[config.mk]
export PLATFORM = sky130hd
export DESIGN_NAME = timer_apb_responder
export DESIGN_NICKNAME = d
export VERILOG_FILES = /design/src/rtl/timer_apb_responder.sv
export SDC_FILE = /design/constraint.sdc
export NUM_CORES = 1
export LEC_CHECK = 0
export CORE_MARGIN = 2
export CORE_UTILIZATION = 30
export CTS_CLUSTER_DIAMETER = 120
export DETAILED_ROUTE_END_ITERATION = 8
export GPL_TIMING_DRIVEN = 0
export PLACE_DENSITY = 0.54
export SLEW_MARGIN = 40
export SYNTH_ARGS = -nofsm -noshare
export SYNTH_HDL_FRONTEND = slang
export SYNTH_SLANG_ARGS = --single-unit
[constraint.sdc]
create_clock -name pclk -period 2.7 [get_ports pclk]
set_input_delay 0.54 -clock pclk [delete_from_list [all_inputs] [get_ports pclk]]
set_output_delay 0.54 -clock pclk [all_outputs]
set_load 0.005 [all_outputs]
[src/rtl/timer_apb_responder.sv]
// timer_apb_responder: APB register front end for a timer core.
// Registers: TDR (data), TCR (control), TSR (sticky OVF/UDF status).
// Each access runs SETUP, WAIT_CYCLES wait states, then ACCESS (pready).
// Optional macro TIMER_APB_SLVERR_EN enables error responses for
// out-of-map addresses and for writes that set TSR bits to 1.

module timer_apb_responder #(
    parameter int WAIT_CYCLES = 1
) (
    input  logic       pclk,
    input  logic       presetn,
    input  logic       psel,
    input  logic       penable,
    input  logic       pwrite,
    input  logic [7:0] paddr,
    input  logic [7:0] pwdata,
    output logic [7:0] prdata,
    output logic       pready,
    output logic       pslverr,
    input  logic       ovf_evt_i,
    input  logic       udf_evt_i,
    output logic [7:0] tdr_o,
    output logic       load_o,
    output logic       updown_o,
    output logic       en_o,
    output logic [1:0] cks_o
);

    typedef enum logic [1:0] {
        IDLE   = 2'd0,
        SETUP  = 2'd1,
        WAIT   = 2'd2,
        ACCESS = 2'd3
    } state_t;

    localparam logic [1:0] WAIT_LAST = 2'((WAIT_CYCLES > 0) ? (WAIT_CYCLES - 1) : 0);
    localparam logic [7:0] TCR_MASK  = 8'hB3;

    state_t     state_q;
    state_t     state_d;
    logic [1:0] wait_cnt_q;
    logic [7:0] addr_q;
    logic       wr_q;
    logic [7:0] wdata_q;
    logic [7:0] tdr_q;
    logic [7:0] tcr_q;
    logic [1:0] tsr_q;
    logic [1:0] tsr_clr;
    logic       wr_en;
    logic [7:0] rd_data;

    // FSM state register
    always_ff @(posedge pclk or negedge presetn) begin
        if (!presetn) begin
            state_q <= IDLE;
        end else begin
            state_q <= state_d;
        end
    end

    // Next-state logic; losing psel before ACCESS abandons the transfer
    always_comb begin
        state_d = state_q;
        case (state_q)
            IDLE: begin
                if (psel && !penable) begin
                    state_d = SETUP;
                end
            end
            SETUP: begin
                if (!psel) begin
                    state_d = IDLE;
                end else if (WAIT_CYCLES > 0) begin
                    state_d = WAIT;
                end else begin
                    state_d = ACCESS;
                end
            end
            WAIT: begin
                if (!psel) begin
                    state_d = IDLE;
                end else if (wait_cnt_q == WAIT_LAST) begin
                    state_d = ACCESS;
                end
            end
            ACCESS: begin
                state_d = IDLE;
            end
            default: begin
                state_d = IDLE;
            end
        endcase
    end

    // Wait-state counter, cleared whenever the FSM is not waiting
    always_ff @(posedge pclk or negedge presetn) begin
        if (!presetn) begin
            wait_cnt_q <= 2'd0;
        end else if (state_q == WAIT) begin
            wait_cnt_q <= wait_cnt_q + 2'd1;
        end else begin
            wait_cnt_q <= 2'd0;
        end
    end

    // Latch address, direction and data on entry to SETUP so later bus
    // changes inside the transfer cannot disturb it
    always_ff @(posedge pclk or negedge presetn) begin
        if (!presetn) begin
            addr_q  <= 8'h00;
            wr_q    <= 1'b0;
            wdata_q <= 8'h00;
        end else if (state_q == IDLE && psel && !penable) begin
            addr_q  <= paddr;
            wr_q    <= pwrite;
            wdata_q <= pwdata;
        end
    end

    assign wr_en   = (state_q == ACCESS) && wr_q;
    assign tsr_clr = (wr_en && addr_q == 8'h02) ? ~wdata_q[1:0] : 2'b00;

    // TDR and TCR commit on the ACCESS edge; TCR keeps only implemented bits
    always_ff @(posedge pclk or negedge presetn) begin
        if (!presetn) begin
            tdr_q <= 8'h00;
            tcr_q <= 8'h00;
        end else if (wr_en) begin
            if (addr_q == 8'h00) begin
                tdr_q <= wdata_q;
            end
            if (addr_q == 8'h01) begin
                tcr_q <= wdata_q & TCR_MASK;
            end
        end
    end

    // Sticky status flags: an event in the same cycle as a clear wins
    always_ff @(posedge pclk or negedge presetn) begin
        if (!presetn) begin
            tsr_q <= 2'b00;
        end else begin
            tsr_q <= {udf_evt_i, ovf_evt_i} | (tsr_q & ~tsr_clr);
        end
    end

    // Read mux; TSR comes from the register so a coincident event is not seen yet
    always_comb begin
        rd_data = 8'h00;
        case (addr_q)
            8'h00:   rd_data = tdr_q;
            8'h01:   rd_data = tcr_q;
            8'h02:   rd_data = {6'b0, tsr_q};
            default: rd_data = 8'h00;
        endcase
    end

    assign pready = (state_q == ACCESS);
    assign prdata = (pready && !wr_q) ? rd_data : 8'h00;

`ifdef TIMER_APB_SLVERR_EN
    assign pslverr = pready && ((addr_q > 8'h02) ||
                                (wr_q && addr_q == 8'h02 && wdata_q != 8'h00));
`else
    assign pslverr = 1'b0;
`endif

    assign tdr_o    = tdr_q;
    assign load_o   = tcr_q[7];
    assign updown_o = tcr_q[5];
    assign en_o     = tcr_q[4];
    assign cks_o    = tcr_q[1:0];

endmodule

# After elaboration in Yosys (flattened, before gate mapping)
# Cells that the tools add are included.
[word_totals]
out_inout_bits = 23
in_bits = 23
register_bits = 36
elab_cells = 43
[classes]
n_eq_ne = 7
addsub = 1
muxes = 9
n_reduce_logical = 14
bitwise_logic = 4
[ops]
columns = ["cell", "count"]
rows = [
  ["one-hot mux 8 bit (3 select lines)", 1],
  ["2-to-1 mux 2 bit", 6],
  ["equality test 8 x 1 -> 1 bit (second input constant)", 1],
  ["equality test 8 x 2 -> 1 bit (second input constant)", 1],
  ["zero test 8 bit", 1],
  ["2-to-1 mux 8 bit", 1],
  ["one-hot mux 2 bit (4 select lines)", 1],
  ["logical AND 1 bit", 6],
  ["AND reduction 2 bit", 3],
  ["equality test 2 bit (second input constant)", 2],
  ["zero test 2 bit", 2],
  ["NOT 2 bit", 2],
  ["inequality test 3 bit (second input constant)", 1],
  ["adder 2 x 1 -> 2 bit (second input constant)", 1],
  ["AND 2 bit", 1],
  ["equality test 2 x 1 -> 1 bit (second input constant)", 1],
  ["zero test 1 bit", 2],
  ["inequality test 2 bit (second input constant)", 1],
  ["bitwise OR 2 bit", 1],
]

# Depth between registers and ports, before layout
# Gate-level depths: netlist of the first run.
[logic_depth]
ltp_word = 7
mapped_depth = 4
ltp_nobuf = 4

# Worst setup path before layout of the first run
# No wires, ideal clock.
[synth_timing]
kind = "register to output"
from = "reg addr_q[2]"
to = "out prdata[4]"
required_time_ps = 2160
setup_slack_ps = 921
stages_incl_launch_ff = 4
arrival_time_ps = 1239
n_path_buf = 0
path_cell_list = "dfrtp_1 -> nor4_4 -> nand2_1 -> nor4_1"
[synth_between]
elab_chain_len = 3
elab_cells_between_ends = 5
cone_classes = "2 x eq/ne; 2 x mux; 1 x reduce/logical"
[synth_lines]
columns = ["element", "line", "source"]
rows = [
  ["start, declared", "42", "logic [7:0] addr_q;"],
  ["start signal, assigned", "114", "addr_q <= paddr;"],
  ["equality test 8 x 2 -> 1 bit (tied with other cells)", "150", "case (addr_q)"],
  ["one-hot mux 8 bit (3 select lines) (*)", "150", ""],
  ["2-to-1 mux 8 bit (*)", "159", "assign prdata = (pready && !wr_q) ? rd_data : 8'h00;"],
  ["end, declared", "17", "output logic [7:0] prdata,"],
]
# Mark *: on every way between the ends. The rest lies on a longest branch, timed or not.

# Worst setup path after layout of the first run
[layout_timing]
from = "reg state_q[1]"
to = "out prdata[3]"
[layout_between]
elab_chain_len = 3
[layout_lines]
columns = ["element", "line", "source"]
rows = [
  ["start, declared", "39", "state_t state_q;"],
  ["start signal, assigned", "57", "state_q <= state_d;"],
  ["equality test 2 bit", "158", "assign pready = (state_q == ACCESS);"],
  ["logical AND 1 bit", "159", ""],
  ["2-to-1 mux 8 bit", "159", ""],
]
# No other way between the ends.

==> results of run 1 <==
## per-stage QoR
step / power, W / hold WS, ps / worst slack, ps / area (um2)
6_report: 0.00138 / 175 / 136 / 2300
3_3_place_gp: 0.000980 / 418 / 210 / 2150
2_1_floorplan: 0.000888 / 244 / 921 / 1620
3_5_place_dp: 0.000999 / 427 / 160 / 2170
4_1_cts: 0.00140 / 181 / 4.19 / 2280
5_1_grt: 0.00147 / 181 / 10.5 / 2300
## per-layer routing
layer	part of all wire (%)	wire length, um	vias up	global-route usage [%]
met5	0	0	-	0
li1	-	-	520	-
met3	8.0	292	4	5.93
met1	45	1650	546	17.3
met4	0.47	17	0	3.21
met2	46	1690	37	21.7
## registers in the layout, indices dropped and copies added, names as in the netlist
register / flops
wr_q: 1
tsr_q: 2
addr_q: 8
tdr_o: 8
state_q: 2
wait_cnt_q: 2
tcr_q: 5
wdata_q: 8
## power groups by stage
stage	Sequential (W)	Combinational [W]	Clock (W)
after global placement	0.000695	0.000285	0
after global routing	0.000718	0.000322	0.000430
final	0.000704	0.000289	0.000386
after detailed placement	0.000700	0.000299	0
after CTS	0.000690	0.000305	0.000400
after floorplan	0.000685	0.000204	0
## cell usage in the layout (no fill, tap or decap), types with 3 or more instances in the layout
master	count
and4b_1	3
clkbuf_8	6
clkdlybuf4s50_1	39
dfrtp_1	36
dlymetal6s2s_1	4
mux2_2	30
mux2i_1	5
nor2_1	8
## critical path: stages (launching register included)
cell and delay, ps:
dfrtp_1 320, buf_2 190, and4bb_2 340, and2_4 200
and4b_1 200, clkdlybuf4s50_1 500
## layout make-up
class	instances	area, um2
fill	479	2870
sequential	36	901
inverter	2	7.51
clock buffer	6	82.6
timing repair buffer	46	480
clock inverter	2	10.0
buffer	5	32.5
multi-input combinational	73	699
tap	70	87.6
## logic make-up (layout without fill, tap and decap cells)
kind of cell    count (synthesis)  count (layout)  synth area share [%]
mux                            35              35                  23.9
flops                          36              36                  55.6
other cells                     1               1                 0.231
simple gates                   30              30                  14.1
buf+inv                         8              61                  2.70
xor+xnor                        1               1                 0.541
fa+ha+maj                       1               1                 0.772
compound gates                  5               5                  2.16
## worst max path at each step
stage	start	depth (start not counted)	to
final	state_q[1]$_DFFE_PN0P_	5	prdata[3]
after global routing	addr_q[7]$_DFFE_PN0P_	5	prdata[1]
after CTS	state_q[1]$_DFFE_PN0P_	5	prdata[2]
after detailed placement	addr_q[2]$_DFFE_PN0P_	4	prdata[7]
after global placement	addr_q[2]$_DFFE_PN0P_	4	prdata[7]
after floorplan	addr_q[2]$_DFFE_PN0P_	3	prdata[4]
## repair_timing
action,in CTS,in global routing
endpoints found under the setup margin,8,8
pin swaps,1,0
setup buffers,1,0
resized for setup,1,10
gates cloned,0,0
==> metrics.txt, run 1 <==
outcome complete, no violations; Post-Syn Instances 117; hold crit path type input port to async pin; number of routed nets with antenna violations 0; final antenna diode count 0; initial core utilization 31.3%; largest net degree at the start of global routing 23; clk sinks 36; wire per inst 15.2 um; Routed WL 3640 um; Final Util 44.5%; post-DR vias/cell 4.61; H-tree levels 2; synthesized area 0.00162 mm2; total gr overflow 0; CTS Buf Count 5; number of global-route vias before repair 1252; Ports 46; Avg Synthesized Cell Area 13.8 um2; via count 1107; die height 77.5 um; placed wire-length estimate after detailed placement 2670 um; Reg power frac 51.0%; cts hold-fix bufs 0; final setup vio count 0; register area share after synthesis 55.6%; DRC errors left 0; f_max 390 MHz; Worst slew margin 65.5%; Top FF cell, synth dfrtp_1; Comb pwr share 21.0%; worst-skew pair later-pin latency 280 ps; clock slew at reported path FFs 70 ps; Worst Path Arrival 2020 ps; final max-slew violation count 0; endpoints failing hold 0; NetSw 0.000383 W; Setup Crit Path Kind flop to primary output; RSZ-0062 raised after global routing false; Worst Path Max Fanout 8; clock network power share 28.0%; Core Area 0.00517 mm2; Data required, critical path 2160 ps; all-layer global routing usage 13.7%; Reg2Reg Depth 4; number of max-cap violations 0; switch share 27.8%; chip width 77.5 um; reg2reg end wdata_q[2]$_DFFE_PN0P_; site row count 26; Yosys warnings 0; clk buf depth 2; clk_skew 3.83 ps; main area contributors after synthesis dfrtp_1 56%, mux2_2 21%, mux2i_1 3.1%; Initial DRT Pass Iterations 3; internal power 0.000996 W; post-synth top area cell dfrtp_1; first-pass GRT wire length 6350 um; placed cells 232; final-stage net count 193; r2r setup slk 1010 ps; share of cells above drive strength 1 32.9%; port bufs 44; Netlist cell types 30; EDFF count, synth 0; fin crit period 2560 ps; initial antenna violation count 0; Seq cells post-synth 36; Yosys top cell area share 55.6%; most frequent cell after synthesis dfrtp_1; clk root buf clkbuf_8; leakage 1.07 nW; Power Density 599 mW/mm2; non-filler cells in the finished layout 240; GP Congestion 0.730; worst r2r src state_q[0]$_DFFE_PN0P_; area grow syn2layout 42.0%; syn_nets 141; FFs w/ async S/R, synth 100%; commonest cells in the netlist 36 x dfrtp_1, 30 x mux2_2, 8 x nor2_1; die footprint 0.00600 mm2; crit path launch type flop; Worst-Margin Slew 518 ps; CP endpoint kind primary output; period utilization 95.0%; TritonCTS clock tree done; maximum VDD drop 0.325 mV; setup_tns 0 ps; DRT iter0 DRCs 35
(Power assumes the default switching activity.)
==> run 2: changes to the inputs <==
clock period = 2.8 ns   (was 2.7 ns; I/O delays follow)
==> run 2 against run 1 <==
Against the previous run: sequential power decreased by 5.5%; cell count increased by 0.42%; critical path depth unchanged; die area unchanged; worst hold slack improved by 20 ps; cell area decreased by 1.1%; critical endpoint is now prdata[7]; largest power group unchanged.
==> metrics.txt, run 2 (synthesis results as in run 1) <==
number of routed nets with antenna violations 0 (unchanged); chip width 77.5 um (unchanged); Routed WL 3620 um (was 3640 um); site row count 26 (unchanged); Worst Path Arrival 2160 ps (was 2020 ps); leakage 1.01 nW (was 1.07 nW); clk root buf clkbuf_8 (unchanged); clk sinks 36 (unchanged); H-tree levels 2 (unchanged); share of cells above drive strength 1 29.8% (was 32.9%); Worst Path Max Fanout 8 (unchanged); total gr overflow 0 (unchanged); f_max 368 MHz; final setup vio count 0 (unchanged); Core Area 0.00517 mm2 (unchanged); largest net degree at the start of global routing 23 (unchanged); Initial DRT Pass Iterations 4 (was 3); initial core utilization 31.3% (unchanged); RSZ-0062 raised after global routing true (was false); final instance area 0.00227 mm2 (was 0.00230 mm2); number of max-cap violations 0 (unchanged); most used cells in the layout excluding fill and tap cells 42 x clkdlybuf4s50_1, 36 x dfrtp_1, 30 x mux2_2 (was 39 x clkdlybuf4s50_1, 36 x dfrtp_1, 30 x mux2_2); worst-skew pair later-pin latency 280 ps (about the same); Place WS 240 ps (was 160 ps); period utilization 97.0%; most common cell after layout, fill and taps aside clkdlybuf4s50_1 (unchanged); final-stage net count 194 (was 193); area grow syn2layout 40.4% (was 42.0%); CTS Buf Count 5 (unchanged); initial antenna violation count 0 (unchanged); outcome complete, no violations (unchanged); endpoints failing hold 0 (unchanged); final antenna diode count 0 (unchanged); hold crit path type input port to async pin (unchanged); final worst setup slack 83.1 ps (was 136 ps); placed wire-length estimate after detailed placement 2670 um (unchanged); Ports 46 (unchanged); die height 77.5 um (unchanged); post-place instance area 0.00217 mm2 (unchanged); clk_skew 4.01 ps (was 3.83 ps); die footprint 0.00600 mm2 (unchanged); fin crit period 2720 ps; final max-slew violation count 0 (unchanged); wire per inst 15.0 um (was 15.2 um); post-DR vias/cell 4.59 (was 4.61); via count 1107 (unchanged); crit path launch type flop (unchanged); DRT iter0 DRCs 38 (was 35); clk buf depth 2 (unchanged); all-layer global routing usage 13.7% (unchanged); first-pass GRT wire length 6350 um (unchanged); GP Congestion 0.730 (unchanged); maximum VDD drop 0.290 mV (was 0.325 mV); port bufs 44 (unchanged); number of global-route vias before repair 1252 (unchanged); clock slew at reported path FFs 70 ps (about the same); Power Density 581 mW/mm2 (was 599 mW/mm2); Setup Crit Path Kind flop to primary output (unchanged); DRC errors left 0 (unchanged); TritonCTS clock tree done (unchanged); CP endpoint kind primary output (unchanged); Data required, critical path 2240 ps (was 2160 ps)
## run 2: cell count changes in the layout (fill, tap and decap cells not counted), sizes merged
cell,delta
dlymetal6s2s,-3
clkbuf,+1
clkdlybuf4s50,+3
## run 2: metal layers
layer,up-vias,global-route usage [%],wire length (um)
met5,-,0,0
met4,0,3.21,8
met3,2,5.93,297
met2,37,21.7,1700
met1,544,17.3,1610
li1,524,-,-
## run 2: stage by stage
stage / util [%] / hold slack [ps] / instances / setup TNS (ps) / power [W]
floorplan: - / 264 / 117 / 0 / 0.000857
detailed placement: 42.0 / 427 / 232 / 0 / 0.000964
finish: 44.0 / 195 / 241 / 0 / 0.00132
global route: 44.0 / 201 / 241 / -110 / 0.00141
global placement: 41.5 / 418 / 231 / 0 / 0.000945
CTS: 43.9 / 201 / 241 / 0 / 0.00134
## run 2: power by group
part	total (W)	switching (W)	internal, W
clock	0.000371	0.000175	0.000196
combinational	0.000286	0.000126	0.000160
sequential	0.000665	0.0000608	0.000604
total	0.00132	0.000362	0.000961
## run 2: final timing paths
path	startpoint	end	slack, ps	cells after the start
max	state_q[1]$_DFFE_PN0P_	prdata[7]	80	5
min	presetn	wait_cnt_q[1]$_DFF_PN0_	200	1
max reg2reg	state_q[0]$_DFFE_PN0P_	wdata_q[2]$_DFFE_PN0P_	1110	4
min reg2reg	wait_cnt_q[0]$_DFF_PN0_	wait_cnt_q[0]$_DFF_PN0_	430	1
max in group asynchronous	presetn	tcr_q[0]$_DFFE_PN0P_	2160	2
min in group pclk	wait_cnt_q[0]$_DFF_PN0_	wait_cnt_q[0]$_DFF_PN0_	430	1
## run 2: cell type report
type / count / area (um2)
inverters: 2 / 7.51
flip-flops and latches: 36 / 901
well taps: 70 / 87.6
fillers: 488 / 2900
clock buffers: 6 / 82.6
multi-input cells: 73 / 677
repair buffers: 46 / 473
clock inverters: 2 / 10.0
plain buffers: 6 / 36.3
## run 2: critical path, cell delays in order, from the launching register on
cell and delay (ps):
dfrtp_1 320, buf_2 190, and4bb_2 330, nand2_1 170
nor4_1 310, clkdlybuf4s50_1 560
## run 2: repair_timing
item / 4_1_cts / 5_1_grt
hold buffers: 0 / 0
resized for setup: 0 / 2
setup buffers: 1 / 0
pin swaps: 1 / 0
endpoints found under the setup margin: 4 / 6
==> run 3: changes to the inputs <==
ABC_CLOCK_PERIOD_IN_PS = 2800   (was unset)
CTS_BUF_LIST = sky130_fd_sc_hd__clkbuf_8   (was unset)
==> results of run 3 <==
Same layout as run 2: the final DEF is identical, and so are final timing and power.
